$ cat config.mk
export PLATFORM = sky130hd
export DESIGN_NAME = uart_rx_fifo
export DESIGN_NICKNAME = d
export VERILOG_FILES = /design/src/rtl/uart_rx_fifo.sv
export SDC_FILE = /design/constraint.sdc
export NUM_CORES = 1
export LEC_CHECK = 0
export ABC_AREA = 1
export BUFFER_PORTS_ARGS = -buffer_cell sky130_fd_sc_hd__buf_2
export CORE_ASPECT_RATIO = 1.5
export CORE_MARGIN = 2
export CORE_UTILIZATION = 35
export DETAILED_ROUTE_END_ITERATION = 6
export PLACE_DENSITY = 0.49
export SYNTH_ARGS = -nofsm -noshare
export SYNTH_HDL_FRONTEND = slang
export SYNTH_SLANG_ARGS = --single-unit
$ cat constraint.sdc
create_clock -name clock -period 2.43 [get_ports clock]
set_input_delay 0 -clock clock [delete_from_list [all_inputs] [get_ports clock]]
set_output_delay 0 -clock clock [all_outputs]
set_load 0.03 [all_outputs]
$ cat src/rtl/uart_rx_fifo.sv
// Oversampling UART receiver with start-glitch filter, parity/framing checks,
// idle/end-of-packet detection and a first-word-fall-through receive FIFO.
module uart_rx_fifo #(
    parameter int CLK_FREQ   = 50000000,
    parameter int BAUD       = 115200,
    parameter int OVERSAMPLE = 16,
    parameter int DATA_BITS  = 8,
    parameter int PARITY     = 0,
    parameter int FIFO_DEPTH = 16,
    parameter int IDLE_BITS  = 16
) (
    input  logic                            clock,
    input  logic                            reset_n,
    input  logic                            rxd,
    input  logic                            rd_en,
    output logic [DATA_BITS-1:0]            rd_data,
    output logic                            rd_valid,
    output logic [$clog2(FIFO_DEPTH+1)-1:0] fifo_count,
    output logic                            overrun,
    output logic                            frame_err,
    output logic                            parity_err,
    output logic                            rx_idle,
    output logic                            rx_endofpacket
);
    localparam int DIV_RAW  = (CLK_FREQ + (BAUD * OVERSAMPLE) / 2) / (BAUD * OVERSAMPLE);
    localparam int DIV      = (DIV_RAW < 1) ? 1 : DIV_RAW;
    localparam int DIV_W    = (DIV > 1) ? $clog2(DIV) : 1;
    localparam int TICK_W   = $clog2(OVERSAMPLE);
    localparam int BIT_W    = $clog2(DATA_BITS + 1);
    localparam int AW       = $clog2(FIFO_DEPTH);
    localparam int CW       = $clog2(FIFO_DEPTH + 1);
    localparam int IDLE_MAX = IDLE_BITS * OVERSAMPLE;
    localparam int IDLE_W   = $clog2(IDLE_MAX + 1);

    typedef enum logic [2:0] {S_IDLE, S_START, S_DATA, S_PARITY, S_STOP, S_BREAK} state_t;

    state_t                r_state;
    logic [1:0]            r_sync;
    logic                  r_rx_prev;
    logic [DIV_W-1:0]      r_div_cnt;
    logic [TICK_W-1:0]     r_tick_cnt;
    logic [BIT_W-1:0]      r_bit_cnt;
    logic [DATA_BITS-1:0]  r_shift;
    logic                  r_par_bad;
    logic                  r_push;
    logic                  r_frame_err;
    logic                  r_parity_err;
    logic [DATA_BITS-1:0]  r_mem [FIFO_DEPTH];
    logic [AW-1:0]         r_wr_ptr;
    logic [AW-1:0]         r_rd_ptr;
    logic [CW-1:0]         r_count;
    logic                  r_overrun;
    logic [IDLE_W-1:0]     r_idle_cnt;
    logic                  r_idle_d;
    logic                  r_got_data;
    logic                  r_eop;

    logic w_rx, w_start, w_tick, w_centre, w_par_exp;
    logic w_pop, w_full, w_wr, w_ovr, w_idle, w_eop;

    assign w_rx      = r_sync[1];
    assign w_start   = (r_state == S_IDLE) && r_rx_prev && !w_rx;
    assign w_tick    = (r_div_cnt == DIV_W'(DIV - 1));
    // Start bit is checked at half a bit, every later sample one full bit on.
    assign w_centre  = w_tick && (r_tick_cnt == ((r_state == S_START) ?
                       TICK_W'(OVERSAMPLE / 2 - 1) : TICK_W'(OVERSAMPLE - 1)));
    assign w_par_exp = (PARITY == 2) ? ~^r_shift : ^r_shift;

    always_ff @(posedge clock or negedge reset_n) begin
        if (!reset_n) begin
            r_sync    <= 2'b11;
            r_rx_prev <= 1'b1;
            r_div_cnt <= '0;
            r_tick_cnt <= '0;
        end else begin
            r_sync    <= {r_sync[0], rxd};
            r_rx_prev <= w_rx;
            if (w_start || w_tick) r_div_cnt <= '0;
            else                   r_div_cnt <= r_div_cnt + 1'b1;
            if (w_start)       r_tick_cnt <= '0;
            else if (w_centre) r_tick_cnt <= '0;
            else if (w_tick)   r_tick_cnt <= r_tick_cnt + 1'b1;
        end
    end

    always_ff @(posedge clock or negedge reset_n) begin
        if (!reset_n) begin
            r_state      <= S_IDLE;
            r_bit_cnt    <= '0;
            r_shift      <= '0;
            r_par_bad    <= 1'b0;
            r_push       <= 1'b0;
            r_frame_err  <= 1'b0;
            r_parity_err <= 1'b0;
        end else begin
            r_push       <= 1'b0;
            r_frame_err  <= 1'b0;
            r_parity_err <= 1'b0;
            case (r_state)
                S_IDLE: if (w_start) begin
                    r_state   <= S_START;
                    r_bit_cnt <= '0;
                    r_par_bad <= 1'b0;
                end
                S_START: if (w_centre) r_state <= w_rx ? S_IDLE : S_DATA;
                S_DATA: if (w_centre) begin
                    r_shift   <= {w_rx, r_shift[DATA_BITS-1:1]};
                    r_bit_cnt <= r_bit_cnt + 1'b1;
                    if (r_bit_cnt == BIT_W'(DATA_BITS - 1))
                        r_state <= (PARITY != 0) ? S_PARITY : S_STOP;
                end
                S_PARITY: if (w_centre) begin
                    r_par_bad <= w_rx ^ w_par_exp;
                    r_state   <= S_STOP;
                end
                S_STOP: if (w_centre) begin
                    if (w_rx) begin
                        if (r_par_bad) r_parity_err <= 1'b1;
                        else           r_push       <= 1'b1;
                        r_state <= S_IDLE;
                    end else begin
                        r_frame_err <= 1'b1;
                        r_state     <= S_BREAK;
                    end
                end
                S_BREAK: if (w_rx) r_state <= S_IDLE;
                default: r_state <= S_IDLE;
            endcase
        end
    end

    assign w_pop  = rd_en && (r_count != '0);
    assign w_full = (r_count == CW'(FIFO_DEPTH));
    assign w_wr   = r_push && (!w_full || w_pop);
    assign w_ovr  = r_push && w_full && !w_pop;

    // NOTE: storage array carries no reset; the count gates rd_data instead.
    always_ff @(posedge clock) begin
        if (w_wr) r_mem[r_wr_ptr] <= r_shift;
    end

    always_ff @(posedge clock or negedge reset_n) begin
        if (!reset_n) begin
            r_wr_ptr  <= '0;
            r_rd_ptr  <= '0;
            r_count   <= '0;
            r_overrun <= 1'b0;
        end else begin
            r_overrun <= w_ovr;
            if (w_wr)  r_wr_ptr <= r_wr_ptr + 1'b1;
            if (w_pop) r_rd_ptr <= r_rd_ptr + 1'b1;
            case ({w_wr, w_pop})
                2'b10:   r_count <= r_count + 1'b1;
                2'b01:   r_count <= r_count - 1'b1;
                default: r_count <= r_count;
            endcase
        end
    end

    assign w_idle = (r_idle_cnt == IDLE_W'(IDLE_MAX)) && (r_state == S_IDLE);
    assign w_eop  = w_idle && !r_idle_d && r_got_data;

    always_ff @(posedge clock or negedge reset_n) begin
        if (!reset_n) begin
            r_idle_cnt <= '0;
            r_idle_d   <= 1'b0;
            r_got_data <= 1'b0;
            r_eop      <= 1'b0;
        end else begin
            if (!w_rx)
                r_idle_cnt <= '0;
            else if (w_tick && (r_idle_cnt != IDLE_W'(IDLE_MAX)))
                r_idle_cnt <= r_idle_cnt + 1'b1;
            r_idle_d <= w_idle;
            r_eop    <= w_eop;
            if (w_wr)       r_got_data <= 1'b1;
            else if (w_eop) r_got_data <= 1'b0;
        end
    end

    assign rd_data        = (r_count != '0) ? r_mem[r_rd_ptr] : '0;
    assign rd_valid       = (r_count != '0);
    assign fifo_count     = r_count;
    assign overrun        = r_overrun;
    assign frame_err      = r_frame_err;
    assign parity_err     = r_parity_err;
    assign rx_idle        = w_idle;
    assign rx_endofpacket = r_eop;
endmodule

Word-level counts from Yosys, hierarchy flattened:

Memories as Yosys holds them, arrays and structs flattened.
Cells that the tools add are included.

* $mul: 0
* equal/unequal tests: 21
* shifts and indexed selects: 0
* divide/modulo/power cells: 0
* muxes and demuxes: 40
* bitwise logic cells: 1
* reduce and logical (&&, ||, !) cells: 29
* $add $sub $neg: 8
* order comparisons: 0

Operators with widths (count)
* 3-bit 2-to-1 mux: 8
* 4-bit 2-to-1 mux: 6
* 9-bit 2-to-1 mux: 2
* 3-bit case mux with 6 select lines: 1
* 1-bit 2-to-1 mux: 17
* 4-bit by 1-bit adder with 4-bit output, second input constant: 4
* 2-bit inequality test, second input constant: 7
* 1-bit logical AND: 11
* 5-bit by 1-bit adder with 5-bit output, second input constant: 2
* 5-bit equality test, second input constant: 2
* 5-bit case mux with 2 select lines: 1
* 9-bit by 1-bit adder with 9-bit output, second input constant: 1
* 9-bit equality test, second input constant: 1
* 9-bit inequality test, second input constant: 1
* 8-bit 2-to-1 mux: 1
* 4-bit case mux with 2 select lines: 1
* 2-bit nonzero test: 4
* 8-bit XOR reduction: 1
* 7-bit AND reduction: 1
* 3-bit by 2-bit equality test with 1-bit output, second input constant: 2
* 3-bit equality test, second input constant: 2
* 3-bit AND reduction: 2
* 5-bit 2-to-1 mux: 1
* 5-bit nonzero test: 1
* other kinds (15): 19

* memories kept: 1
* word-level logic and storage cells: 119
* bits in writable memories: 128
* output and inout port bits: 19
* bits in read-only memories: 0
* latch bits: 0
* bits of input ports: 4
* bits in registers: 57

Memories
* r_mem: words 16, width 8, read ports 1, clocked after memory_dff 0, write ports 1, RTL line 48 `logic [DATA_BITS-1:0] r_mem [FIFO_DEPTH];`

Depth between registers and ports, before layout:

* depth after elaboration: 6
* mapped depth: 15
* mapped depth without buffers: 15

Least setup slack after synthesis:

Ideal clock, no wire load.

* path type: flip-flop to flip-flop
* from: register r_count[0], in the netlist fifo_count[0]
* to: memory r_mem[11][0], enable pin
* period minus slack after synthesis: 2040 ps
* cell stages (with the launch flop): 7
* data required time: 2060 ps
* buffers on the path: 0
* arrival time: 1670 ps
* path slack: 390 ps
* path through: dfrtp_1 nor2_2 nand2_1 nor3_2 nor2_2 nand2_1 nor2_1

* longest elaborated chain between the ends: 6

Ends and longest elaborated chain
* start, declared: RTL line 51 `logic [CW-1:0] r_count;`
* start signal, assigned: RTL line 153 `2'b10: r_count <= r_count + 1'b1;`
* start signal, assigned: RTL line 154 `2'b01: r_count <= r_count - 1'b1;`
* start signal, assigned: RTL line 155 `default: r_count <= r_count;`
* 5-bit equality test or 5-bit nonzero test (tied branches): RTL line 133, 132
* 1-bit zero test or 1-bit logical AND (tied branches): RTL line 134, 132
* 1-bit logical OR *: RTL line 134 `assign w_wr = r_push && (!w_full || w_pop);`
* 1-bit logical AND *: RTL line 134
* 1-bit 2-to-1 mux *: RTL line 139 `if (w_wr) r_mem[r_wr_ptr] <= r_shift;`
* 1-bit 2-to-1 mux (not written as such) *: RTL line 139
* end, declared: RTL line 48

Every way passes the cells marked *; elsewhere a longest branch is shown, timed or not.

Worst setup path in the final report:

* from: register r_rd_ptr[0]
* to: output port rd_data[3]

* longest elaborated chain between the ends: 2

Ends and longest elaborated chain
* start, declared: RTL line 50 `logic [AW-1:0] r_rd_ptr;`
* start signal, assigned: RTL line 151 `if (w_pop) r_rd_ptr <= r_rd_ptr + 1'b1;`
* memory read 16 x 8 bit
* 8-bit 2-to-1 mux: RTL line 181 `assign rd_data = (r_count != '0) ? r_mem[r_rd_ptr] : '0;`
* end, declared: RTL line 16 `output logic [DATA_BITS-1:0] rd_data,`

No other way between the ends.

==> out/qor.yml <==
layout:
  final_nets: 773
  share_of_final_layout_standard_cells_stronger_than_drive_strength_1: 0.158
  final_area_um2: 9250
  insertedDiodeCount: 0
  most-common-layout-cells: "sky130_fd_sc_hd__edfxtp_1, sky130_fd_sc_hd__nor2_1, sky130_fd_sc_hd__o21ai_0, sky130_fd_sc_hd__nand2_1, sky130_fd_sc_hd__dfrtp_1"
  layout_stage_area_growth_over_the_synthesis_result_pct: 15.2
  layout_commonest_cell: "sky130_fd_sc_hd__edfxtp_1"
worst_setup_path:
  path_common_cell: "sky130_fd_sc_hd__nor2_1"
  buffers_inverters_on_critical_path: 3
  worst_path_dominant_cell_family: "compound AO/OA/AOI/OAI gates"
  critPathCaptureType: "primary output"
  max_stage_delay_ns: 0.52
  timing_worst_setup_path_type: "register to primary output"
  critical_path_required_ns: 2.43
  worst_ep_arrival_time_ns: 2.30
  crit_path_cell_trace: "inv_2 > buf_12 > o21ai_0 > o22ai_2 > nor2_1 > nor2_1 > o21ai_1 > a21oi_1 > buf_2"
  cp-start-kind: "register"
  timing.critical_path.slowest_stage_cell: "sky130_fd_sc_hd__dfrtp_2"
  worstPathMaxFanout: 44
clock_network:
  tritoncts: "yes"
  cts_num_sinks: 185
  clkLatencyLatePin_ns: 0.43
  postCtsSetupBuffers: 0
  cts_buffers: 17
  cts.path.max_buffers: 2
  root_buffer: "sky130_fd_sc_hd__clkbuf_16"
  cts.reportedPaths.clkPinSlew_ns: 0.07
  ctsHtreeMaxLevel: 4
yosys:
  synth-seq-cells: 185
  synth_top_cell_area_share: 0.479
  netlist_instances: 707
  synth_cell_type_count: 39
  synth_seq_area_share: 0.657
  synthArstFlopShare: 0.308
  ys_top_cells_by_area: "sky130_fd_sc_hd__edfxtp_1, sky130_fd_sc_hd__dfrtp_1, sky130_fd_sc_hd__nor2_1, sky130_fd_sc_hd__o21ai_0, sky130_fd_sc_hd__nand2_1"
  synth_nets: 723
  synth_largest_area_cell: "sky130_fd_sc_hd__edfxtp_1"
  synth_enable_flop_cells: 128
  average_cell_area_after_synthesis_um2: 11.4
  synthesis.area_um2: 8030
  synth-main-ff-cell: "sky130_fd_sc_hd__edfxtp_1"
  ys_warn_count: 0
placement:
  place.detailed.hpwl_mm: 13.2
  port_buffers: 22
  routability_cong: 0.839
  cell_area_reported_after_detailed_placement_um2: 8620
  dp_worst_setup_slack_ns: 0.468
job:
  max_cap_viol_count: 0
power:
  ir_worst_vdd_uv: 548
  cellLeakagePower_nw: 3.81
  power_density_nw_per_um2: 1060
sta:
  max_slew_margin: 0.457
  final_min_period_over_clock_period: 0.947
  finalWorstPathRequiredPeriod_ns: 2.30
  worst_hold_slack_ns: 0.203
  finalWorstSetupSlack_ns: 0.130
  max_slew.worst_pin.slew_ns: 0.815
  report.final.hold_viol_count: 0
  worst_clock_skew_ns: 0.00947
  clock.fmax_mhz: 435
  final_max_slew_viol_count: 0
  timing.final.setup_violations: 0
global_route:
  grt_remaining_overflow: 0
  grt_usage: 0.164
  first_global_vias: 5456
  grt_start_max_net_pins: 45
  grt_first_pass_wirelength_mm: 30.1
  number_of_antenna_violations_at_the_first_check_in_global_routing: 0
floorplanning:
  core_um2: 22500
  die_width_um: 128
  pin_count: 23
  die_y_um: 189
  std_cell_rows: 67
  die_area_um2: 24200
  initial_utilization: 0.357
routing:
  num_vias: 5392
  drtAntennaViolNets: 0
  routed_wirelength_mm: 19.3
  post_drt_via_cell_ratio: 5.15
  firstDrtPassIters: 5
  detail_route.iter0.violations: 300
  route.detailed.drc: 0
  route.detailed.wl_per_inst_um: 18.4
run_status:
  outcome: "finished, final reports clean"
hold_path:
  hold_removal_path_class: "input pin to async pin"
==> flip-flops by register name, summed over array words and instances (netlist names), 2 cells and up <==
register and cells:
r_mem 128, r_idle_cnt 9, r_shift 8, fifo_count 5
r_div_cnt 5, r_bit_cnt 4, r_rd_ptr 4, r_tick_cnt 4
r_wr_ptr 4, r_state 3, r_sync 2
==> what timing repair did <==
item                                    in CTS  in global routing
hold buffers                                 3                  0
endpoints found under the setup margin       0                  3
hold endpoints to repair                    32                  0
resized for setup                            0                  4
==> kinds of logic (layout without fill, tap and decap cells) <==
kind of cell             after synthesis  count (layout)  synth area share
flip-flops                           185             185             0.657
AND/OR/NAND/NOR                      250             250             0.144
buffers and inverters                 87             150            0.0455
AO/OA/AOI/OAI                        150             150             0.109
XOR/XNOR                              22              22            0.0240
multiplexers                           1               1           0.00187
adder cells (fa/ha/maj)               12              12            0.0187
==> synth_stat cells, types with 10 or more instances <==
cell type                    n
sky130_fd_sc_hd__dfrtp_1    54
sky130_fd_sc_hd__buf_2      10
sky130_fd_sc_hd__o21ai_1    11
sky130_fd_sc_hd__nand2_1    67
sky130_fd_sc_hd__nand3_1    27
sky130_fd_sc_hd__inv_1      52
sky130_fd_sc_hd__a21oi_1    20
sky130_fd_sc_hd__xor2_1     16
sky130_fd_sc_hd__o21ai_0    79
sky130_fd_sc_hd__nor2_1    109
sky130_fd_sc_hd__o221ai_1   24
sky130_fd_sc_hd__nand4_1    12
sky130_fd_sc_hd__ha_1       12
sky130_fd_sc_hd__clkbuf_1   12
sky130_fd_sc_hd__o22ai_1    11
sky130_fd_sc_hd__edfxtp_1  128
==> area by class of cell <==
| class | instances | area (um^2) |
|---|---|---|
| clock inverters | 15 | 151 |
| inverters | 59 | 221 |
| repair buffers | 59 | 424 |
| well taps | 276 | 345 |
| multi-input cells | 435 | 2400 |
| fillers | 2147 | 13200 |
| clock buffers | 17 | 425 |
| flip-flops and latches | 185 | 5280 |
==> worst register-to-register path, delay by kind of cell, from the launching register on <==
family,cells,cell delay (ns)
AND/OR/NAND/NOR,12,1.15
adder cells (fa/ha/maj),1,0.17
flip-flops,1,0.45
buffers and inverters,2,0.11
==> power breakdown <==
part / switching, mW / total [mW] / internal, mW
registers: 0.213 / 3.71 / 3.50
clock network: 1.20 / 2.72 / 1.52
logic: 2.31 / 3.38 / 1.07
total: 3.72 / 9.81 / 6.08
==> metal layers <==
layer  up-vias  global-route usage  part of all wire  routed length, um
li1       2594                   -                 -                  -
met1      2641               0.191              0.41               7950
met2       127               0.302              0.54              10300
met3        30              0.0283             0.029                554
met4         0              0.0541             0.024                460
met5         -                   0                 0                  0
==> through the flow <==
stage / setup TNS (ns) / power (mW) / std cells / util
floorplan: 0 / 6.11 / 707 / -
global route: -0.0236 / 10.3 / 1046 / 0.412
detailed placement: 0 / 7.13 / 1011 / 0.384
global placement: 0 / 7.07 / 1011 / 0.384
finish: 0 / 9.81 / 1046 / 0.412
CTS: 0 / 9.85 / 1046 / 0.411
==> final timing paths <==
| kind | slack (ns) | start | cells after the start | end |
|---|---|---|---|---|
| min | 0.20 | reset_n | 2 | r_idle_cnt[0] |
| max | 0.13 | r_rd_ptr[0] | 9 | rd_data[3] |
| max reg2reg | 0.46 | fifo_count[3] | 15 | fifo_count[4] |
| min in group clock | 0.23 | rxd | 2 | r_sync[0] |
| min reg2reg | 0.36 | r_sync[0] | 0 | r_sync[1] |
| max in group asynchronous | 1.60 | reset_n | 3 | r_rd_ptr[0] |
Note: power is estimated with default switching activity, not from simulation.
